===== config.mk =====
export PLATFORM = sky130hd
export DESIGN_NAME = regfile_sb
export DESIGN_NICKNAME = d
export VERILOG_FILES = /design/src/rtl/regfile_pkg.sv /design/src/rtl/regfile_scoreboard.sv /design/src/rtl/regfile_sb.sv
export SDC_FILE = /design/constraint.sdc
export NUM_CORES = 1
export LEC_CHECK = 0
export ABC_CLOCK_PERIOD_IN_PS = 5400
export BUFFER_PORTS_ARGS = -buffer_cell sky130_fd_sc_hd__buf_2
export CORE_MARGIN = 1
export CORE_UTILIZATION = 30
export DETAILED_ROUTE_END_ITERATION = 10
export GPL_TIMING_DRIVEN = 0
export PLACE_DENSITY = 0.57
export SLEW_MARGIN = 20
export SYNTH_ARGS = -nofsm -noshare
export SYNTH_HDL_FRONTEND = slang
export SYNTH_SLANG_ARGS = --single-unit

===== constraint.sdc =====
create_clock -name clk -period 5.4 [get_ports clk]
set_clock_uncertainty 0.2 [all_clocks]
set_input_delay 0.81 -clock clk [delete_from_list [all_inputs] [get_ports clk]]
set_output_delay 0.81 -clock clk [all_outputs]
set_load 0.01 [all_outputs]

===== src/rtl/regfile_pkg.sv =====
// regfile_pkg: shared defaults, address-width helper and register index type for the register bank
package regfile_pkg;
  localparam int DEF_DATA_W   = 8;
  localparam int DEF_NUM_REGS = 8;
  function automatic int addr_w(input int n);
    return (n > 1) ? $clog2(n) : 1;
  endfunction
  typedef logic [addr_w(DEF_NUM_REGS)-1:0] reg_idx_t;
endpackage


===== src/rtl/regfile_scoreboard.sv =====
// regfile_scoreboard: per-register busy bits with set-over-clear priority and a registered busy count
module regfile_scoreboard
  import regfile_pkg::*;
#(
  parameter int NUM_REGS = DEF_NUM_REGS,
  parameter int ZERO_REG = 1,
  localparam int ADDR_W  = addr_w(NUM_REGS)
) (
  input  logic                clk,
  input  logic                rst,
  input  logic                clr_en,
  input  logic [ADDR_W-1:0]   clr_addr,
  input  logic                set_en,
  input  logic [ADDR_W-1:0]   set_addr,
  output logic [NUM_REGS-1:0] busy,
  output logic [ADDR_W:0]     busy_count
);
  logic [NUM_REGS-1:0] busy_q, busy_d;
  logic [ADDR_W:0]     count_q, count_d;
  // writeback clears, reservation sets last so a new producer wins; zero reg never busy
  always_comb begin
    busy_d = busy_q;
    if (clr_en) busy_d[clr_addr] = 1'b0;
    if (set_en) busy_d[set_addr] = 1'b1;
    if (ZERO_REG != 0) busy_d[0] = 1'b0;
    count_d = '0;
    for (int i = 0; i < NUM_REGS; i++) count_d = count_d + {{ADDR_W{1'b0}}, busy_d[i]};
  end
  // busy vector and its popcount update together
  always_ff @(posedge clk) begin
    if (rst) begin
      busy_q  <= '0;
      count_q <= '0;
    end else begin
      busy_q  <= busy_d;
      count_q <= count_d;
    end
  end
  assign busy       = busy_q;
  assign busy_count = count_q;
endmodule


===== src/rtl/regfile_sb.sv =====
// regfile_sb: parametrised 2R/1W register bank with optional bypass, hardwired zero reg and busy scoreboard
module regfile_sb
  import regfile_pkg::*;
#(
  parameter int DATA_W   = DEF_DATA_W,
  parameter int NUM_REGS = DEF_NUM_REGS,
  parameter int ZERO_REG = 1,
  parameter int BYPASS   = 1,
  localparam int ADDR_W  = addr_w(NUM_REGS)
) (
  input  logic              clk,
  input  logic              rst,
  input  logic              write_enable,
  input  logic [ADDR_W-1:0] write_addr,
  input  logic [DATA_W-1:0] write_data,
  input  logic              rsv_enable,
  input  logic [ADDR_W-1:0] rsv_addr,
  input  logic [ADDR_W-1:0] reg_addr_1,
  input  logic [ADDR_W-1:0] reg_addr_2,
  output logic [DATA_W-1:0] reg_data_1,
  output logic [DATA_W-1:0] reg_data_2,
  output logic              busy_1,
  output logic              busy_2,
  output logic [ADDR_W:0]   busy_count
);
  logic [DATA_W-1:0]   regs_q [NUM_REGS];
  logic [DATA_W-1:0]   regs_d [NUM_REGS];
  logic [NUM_REGS-1:0] busy;
  logic [ADDR_W-1:0]   rd_addr [2];
  logic [DATA_W-1:0]   rd_data [2];
  logic                rd_busy [2];
  logic                wr_ok;
  assign wr_ok = write_enable && !((ZERO_REG != 0) && (write_addr == '0));
  // storage next state: single write port, zero reg kept at 0
  always_comb begin
    regs_d = regs_q;
    if (wr_ok) regs_d[write_addr] = write_data;
  end
  // storage array
  always_ff @(posedge clk) begin
    if (rst) regs_q <= '{default: '0};
    else regs_q <= regs_d;
  end
  regfile_scoreboard #(.NUM_REGS(NUM_REGS), .ZERO_REG(ZERO_REG)) u_sb (
    .clk       (clk),
    .rst       (rst),
    .clr_en    (write_enable),
    .clr_addr  (write_addr),
    .set_en    (rsv_enable),
    .set_addr  (rsv_addr),
    .busy      (busy),
    .busy_count(busy_count)
  );
  assign rd_addr[0] = reg_addr_1;
  assign rd_addr[1] = reg_addr_2;
  for (genvar i = 0; i < 2; i++) begin : g_rd
    logic zero, hit, rsv;
    assign zero       = (ZERO_REG != 0) && (rd_addr[i] == '0);
    assign hit        = (BYPASS != 0) && write_enable && (write_addr == rd_addr[i]);
    assign rsv        = rsv_enable && (rsv_addr == rd_addr[i]);
    assign rd_data[i] = zero ? '0 : hit ? write_data : regs_q[rd_addr[i]];
    assign rd_busy[i] = zero ? 1'b0 : (hit && !rsv) ? 1'b0 : busy[rd_addr[i]];
  end
  assign reg_data_1 = rd_data[0];
  assign reg_data_2 = rd_data[1];
  assign busy_1     = rd_busy[0];
  assign busy_2     = rd_busy[1];
endmodule


* Word level (Yosys, flattened, before mapping)
Cells that the tools add are included.
** Operators by class
- Add/sub/neg operators :: 6
- Magnitude comparators :: 10
- Eq/ne operators :: 4
- Mux-type cells :: 27
- Bitwise logic cells :: 6
- Reductions and logical operators :: 16
** Operator list (number)
- $mux W8 :: 11
- $bwmux W64 :: 1
- $bmux W8 S3 :: 2
- $demux W8 S3 :: 1
- $add A4 B1 Y4 :: 5
- $lt A3 B4 Y1 const B :: 4
- $eq A3 B3 Y1 :: 4
- $ge A4 B4 Y1 const B :: 3
- $not A3 Y4 :: 3
- $logic_and A1 B1 Y1 :: 10
- $logic_not A3 Y1 :: 3
- $and A8 B8 Y8 :: 1
- $mux W1 :: 8
- $not A8 Y8 :: 1
- $or A8 B8 Y8 :: 1
- $bmux W1 S3 :: 2
- $demux W1 S3 :: 2
- $ge A3 B1 Y1 const B :: 2
- $lt A4 B1 Y1 const B :: 1
- $logic_not A1 Y1 :: 3
- $add A1 B1 Y2 :: 1
** Word-level totals
- Flip-flop bits (word level) :: 76
- Bits of input ports :: 24
- Output and inout port bits :: 22

* Logic depth before layout (Yosys ltp)
- Depth after elaboration :: 15
- Mapped depth :: 15
- Depth with buffers taken out :: 13

* Modules after synthesis
From an unflattened synthesis, not the netlist that was laid out.
** Unflattened totals
- Cells, all modules :: 466
- Area total of the unflattened synthesis :: 4509.3 um^2
** Modules (own cells, without submodules)
- regfile_sb :: times used 1, cells each 402, area an instance 3881.2 um^2, seq. area each 1281.2 um^2
- regfile_scoreboard :: times used 1, cells each 64, area an instance 628.1 um^2, seq. area each 200.2 um^2

* Least setup slack after synthesis
Ideal clock, no wire load.
- Path type :: input -> register
- Start point :: input port write_addr[0]
- End point :: register u_sb.count_q[2] (netlist: u_sb.busy_count[2])
- Library setup time :: 128 ps
- Arrival :: 3720 ps
- Setup slack :: 1352 ps
- Stages :: 15
- Buffers on the path :: 2
- Cell sequence :: buf_4 nand2_4 or3_1 buf_2 a22o_1 ha_1 fa_1 inv_1 fa_1 inv_1 ha_1 inv_1 fa_1 xor2_1 nor2_1
** On the way
- Longest elaborated chain between the ends :: 15
- Elaborated cells between the ends (all ways) :: 16
** RTL lines
- from (decl) :: RTL line regfile_sb.sv:14 : input logic [ADDR_W-1:0] write_addr,
- $lt A3 B4 Y1 (implied by the code) / $ge A3 B1 Y1 (equally long branches) :: RTL line regfile_scoreboard.sv:23 : if (clr_en) busy_d[clr_addr] = 1'b0;
- $logic_and A1 B1 Y1 (implied by the code) :: RTL line regfile_scoreboard.sv:23
- $mux W1 (implied by the code) :: RTL line regfile_scoreboard.sv:23
- $demux W1 S3 (*)
- $not A8 Y8 (no source line) (*)
- $and A8 B8 Y8 (no source line) (*)
- $mux W8 (*) :: RTL line regfile_scoreboard.sv:23
- $or A8 B8 Y8 (no source line)
- $mux W8 (*) :: RTL line regfile_scoreboard.sv:24 : if (set_en) busy_d[set_addr] = 1'b1;
- via u_sb.busy_d[1] :: RTL line regfile_scoreboard.sv:18 : logic [NUM_REGS-1:0] busy_q, busy_d;
- $add A1 B1 Y2 (*) :: RTL line regfile_scoreboard.sv:27 : for (int i = 0; i < NUM_REGS; i++) count_d = count_d + {{ADDR_W{1'b0}}, busy_d[i]};
- $add A4 B1 Y4 (*) (5 in series) :: RTL line regfile_scoreboard.sv:27
- to (signal assigned) :: RTL line regfile_scoreboard.sv:36 : count_q <= count_d;
- to (decl) :: RTL line regfile_scoreboard.sv:19 : logic [ADDR_W:0] count_q, count_d;
The timed path passes the listed nets; every way through them passes the cells marked *.
A chain may end at the register's enable or synchronous reset.

* Worst setup path in the final report
- Start point :: input port write_addr[1]
- End point :: register u_sb.count_q[2] (netlist: u_sb.busy_count[2])
Same word-level chain as after synthesis.

==> results.py <==
metrics = {
    "run_status": {
        "outcome": "finished clean",
    },
    "floorplanning": {
        "die-area_um2": 14960,
        "fp.dieH_um": 122.3,
        "die_x_um": 122.3,
        "ios": 46,
        "rows": 43,
        "start_util": 0.3104,
        "core_area_um2": 13990,
    },
    "synth": {
        "yosys_most_used_dff": "dfxtp_1",
        "syn_inst": 460,
        "yosys_warnings": 0,
        "async_reset_ff_frac": 0,
        "syn-cell-area_um2": 4342,
        "synth-edff-count": 0,
        "ys_ff_latch": 75,
        "synth.distinct_cells": 40,
        "yosysSeqAreaShare": 0.3458,
        "synth_area_per_cell_um2": 9.438,
        "synth.net_count": 491,
    },
    "critical_path": {
        "crit_required_ns": 5.41,
        "cp_slowest_cell": "fa_1",
        "slowest_delay_ns": 0.50,
        "crit_buf_inv": 5,
        "path_max_fanout": 10,
        "cp-end-kind": "flip-flop",
        "critical_path_class": "input port to flip-flop",
        "critical_path.startpoint_type": "input port",
        "critical_path_arrival_ns": 4.12,
        "critical-path-top-delay-family": "adder cells",
        "crit_chain": "buf_2 > buf_2 > nor2b_1 > nand2_1 > a22o_1 > ha_1 > fa_1 > inv_1 > fa_1 > inv_1 > ha_1 > inv_1 > fa_1 > xor2_1 > nor2_1",
    },
    "cells_and_area": {
        "syn_to_final_growth_pct": 15.24,
        "register_area_um2": 1501,
        "drive_above_1_share": 0.1917,
        "instances_no_fill": 686,
        "multiInputGateArea_um2": 2576,
        "n_antenna_cell": 0,
        "fillers": 1430,
        "nets": 532,
    },
    "clocking": {
        "clkSinkCount": 75,
        "clock_path_buffers": 2,
        "ctsHtreeMaxLevel": 3,
        "cts_hold_buf": 0,
        "tritoncts": "built",
        "cts_inserted_buffers": 9,
        "clockRootBuffer": "clkbuf_16",
        "post_cts_buffers": 0,
        "insertion_delay_ns": 0.34,
        "post_cts_resized": 0,
        "clk_pin_slew_worst_paths_ns": 0.06,
    },
    "power": {
        "p_leak_nw": 1.882,
        "vdd_drop_max_mv": 0.1485,
        "p_sw_uw": 357.2,
        "clkPwrFrac": 0.427,
        "p_seq_frac": 0.430,
        "p_per_area_nw_per_um2": 267.0,
        "p_int_uw": 978.5,
        "sw_frac_of_total": 0.2674,
        "comb_power_share": 0.142,
    },
    "timing": {
        "setup_viol": 0,
        "max_slew_margin": 0.4039,
        "layout_setup_ws_ns": 1.285,
        "finalHoldViolCount": 0,
        "max_freq_mhz": 243.0,
        "tns_ns": 0,
        "finalCriticalPeriod_ns": 4.115,
        "slew_viol_final": 0,
        "tightest_slew_ns": 0.8908,
        "min_period_over_period": 0.7621,
        "rsz0062_at_grt": "false",
        "whs_ns": 0.2675,
    },
    "placement": {
        "dpl.cell_count": 670,
        "io_buffers": 30,
        "gp_congestion": 0.8186,
        "hpwl_um": 9512,
        "dp_slack_ns": 0.9545,
    },
    "drt": {
        "vias_per_cell": 5.388,
        "routed_wl_um": 13800,
        "wl_per_cell_um": 20.12,
        "vias": 3696,
        "ant_nets": 0,
        "drc": 0,
        "drt-initial-drc-count": 397,
        "drt_pass1_iterations": 5,
    },
    "grt": {
        "grt_start_max_net_pins": 13,
        "antenna_found_initial": 0,
        "grt_pass1_wl_um": 20430,
        "grt_remaining_overflow": 0,
        "grt_pass1_vias": 3597,
        "gr-usage-all-layers": 0.1908,
    },
    "job": {
        "max_cap_violations": 0,
    },
    "hold_path": {
        "min_path_type": "flip-flop to flip-flop",
    },
}
==> worst min-delay path, delay by kind of cell (launching register included) <==
family | cells | cell delay [ns]
simple gates | 1 | 0.05
compound gates | 1 | 0.05
flops | 1 | 0.31
==> synth_stat cells (3+ instances only) <==
library cell  number  area (um2)
nor2b_1           21       131.4
ha_1               4       50.05
nor2_1            29       108.9
buf_6              8       90.09
clkbuf_1           9       33.78
mux2i_1           20       200.2
dfxtp_1           75        1501
nand2_1          118       442.9
nor3_1             3       15.01
nand2b_1           3       18.77
fa_1               3       60.06
xnor2_1           11       96.34
inv_1              5       18.77
mux4_2            22       495.5
buf_4              4       30.03
buf_1              8       30.03
mux4_1            12       315.3
a21oi_1           60       300.3
buf_2              5       25.02
a211oi_1          14       105.1
==> layer usage <==
layer	share of wire	track usage	wire length, um	vias up
met2	0.46	0.3002	6411	155
met1	0.44	0.2487	6067	1799
met3	0.065	0.03346	892	33
met5	0	0	0	-
met4	0.031	0.1014	430	0
li1	-	-	-	1709
==> power groups by stage <==
stage,Combinational (mW),Sequential (mW),Clock [mW]
2_1_floorplan,0.129,0.585,0
3_3_place_gp,0.185,0.586,0
3_5_place_dp,0.190,0.587,0
4_1_cts,0.190,0.575,0.584
5_1_grt,0.205,0.576,0.603
6_report,0.190,0.575,0.571
==> layout make-up <==
type | instances | share of cell area
multi-input cells | 343 | 0.5149
well taps | 180 | 0.04501
clock inverters | 3 | 0.004251
flip-flops and latches | 75 | 0.3001
plain buffers | 37 | 0.05001
inverters | 5 | 0.003751
clock buffers | 13 | 0.05201
repair buffers | 30 | 0.03001
==> state kept, by name, indices dropped and copies added (netlist names) <==
signal           flops
u_sb.busy            7
regs_q              64
u_sb.busy_count      4
==> path summary, 6_finish.rpt <==
kind	from	depth (start not counted)	end	slack [ns]
max	write_addr[1]	15	u_sb.busy_count[2]	1.28
min	regs_q[50]	2	regs_q[50]	0.27
max reg2reg	u_sb.busy[1]	11	u_sb.busy_count[2]	2.36
min reg2reg	regs_q[50]	2	regs_q[50]	0.27
==> metrics by stage <==
stage | cell area, um2 | utilization | power [mW]
2_1_floorplan | 4342 | - | 0.7144
3_3_place_gp | 4717 | 0.3372 | 0.7707
3_5_place_dp | 4722 | 0.3376 | 0.7764
4_1_cts | 5004 | 0.3577 | 1.349
5_1_grt | 5004 | 0.3577 | 1.384
6_report | 5004 | 0.3577 | 1.336
==> placed cells by master, fill, tap and decap left out, drive strengths merged, types with 16 or more instances in the layout <==
cell / synthesis / routed
dfxtp: 75 / 75
mux4: 34 / 34
nor2b: 21 / 21
buf: 26 / 56
a21oi: 60 / 60
mux2i: 20 / 20
clkbuf: 11 / 24
nand2: 119 / 119
nor2: 29 / 29
a211oi: 16 / 16
==> kinds of logic (layout without fill, tap and decap cells) <==
group	count (synthesis)	in the layout	share of synthesized area
and+or+nand+nor	185	185	0.1905
AOI/OAI and AO/OA	84	84	0.1156
DFF	75	75	0.3458
muxes	54	54	0.2329
buffers and inverters	42	88	0.06196
xor gates and xnor gates	13	13	0.02795
adders and majority gates	7	7	0.02536
No activity file was read; power rests on OpenSTA's default activity.
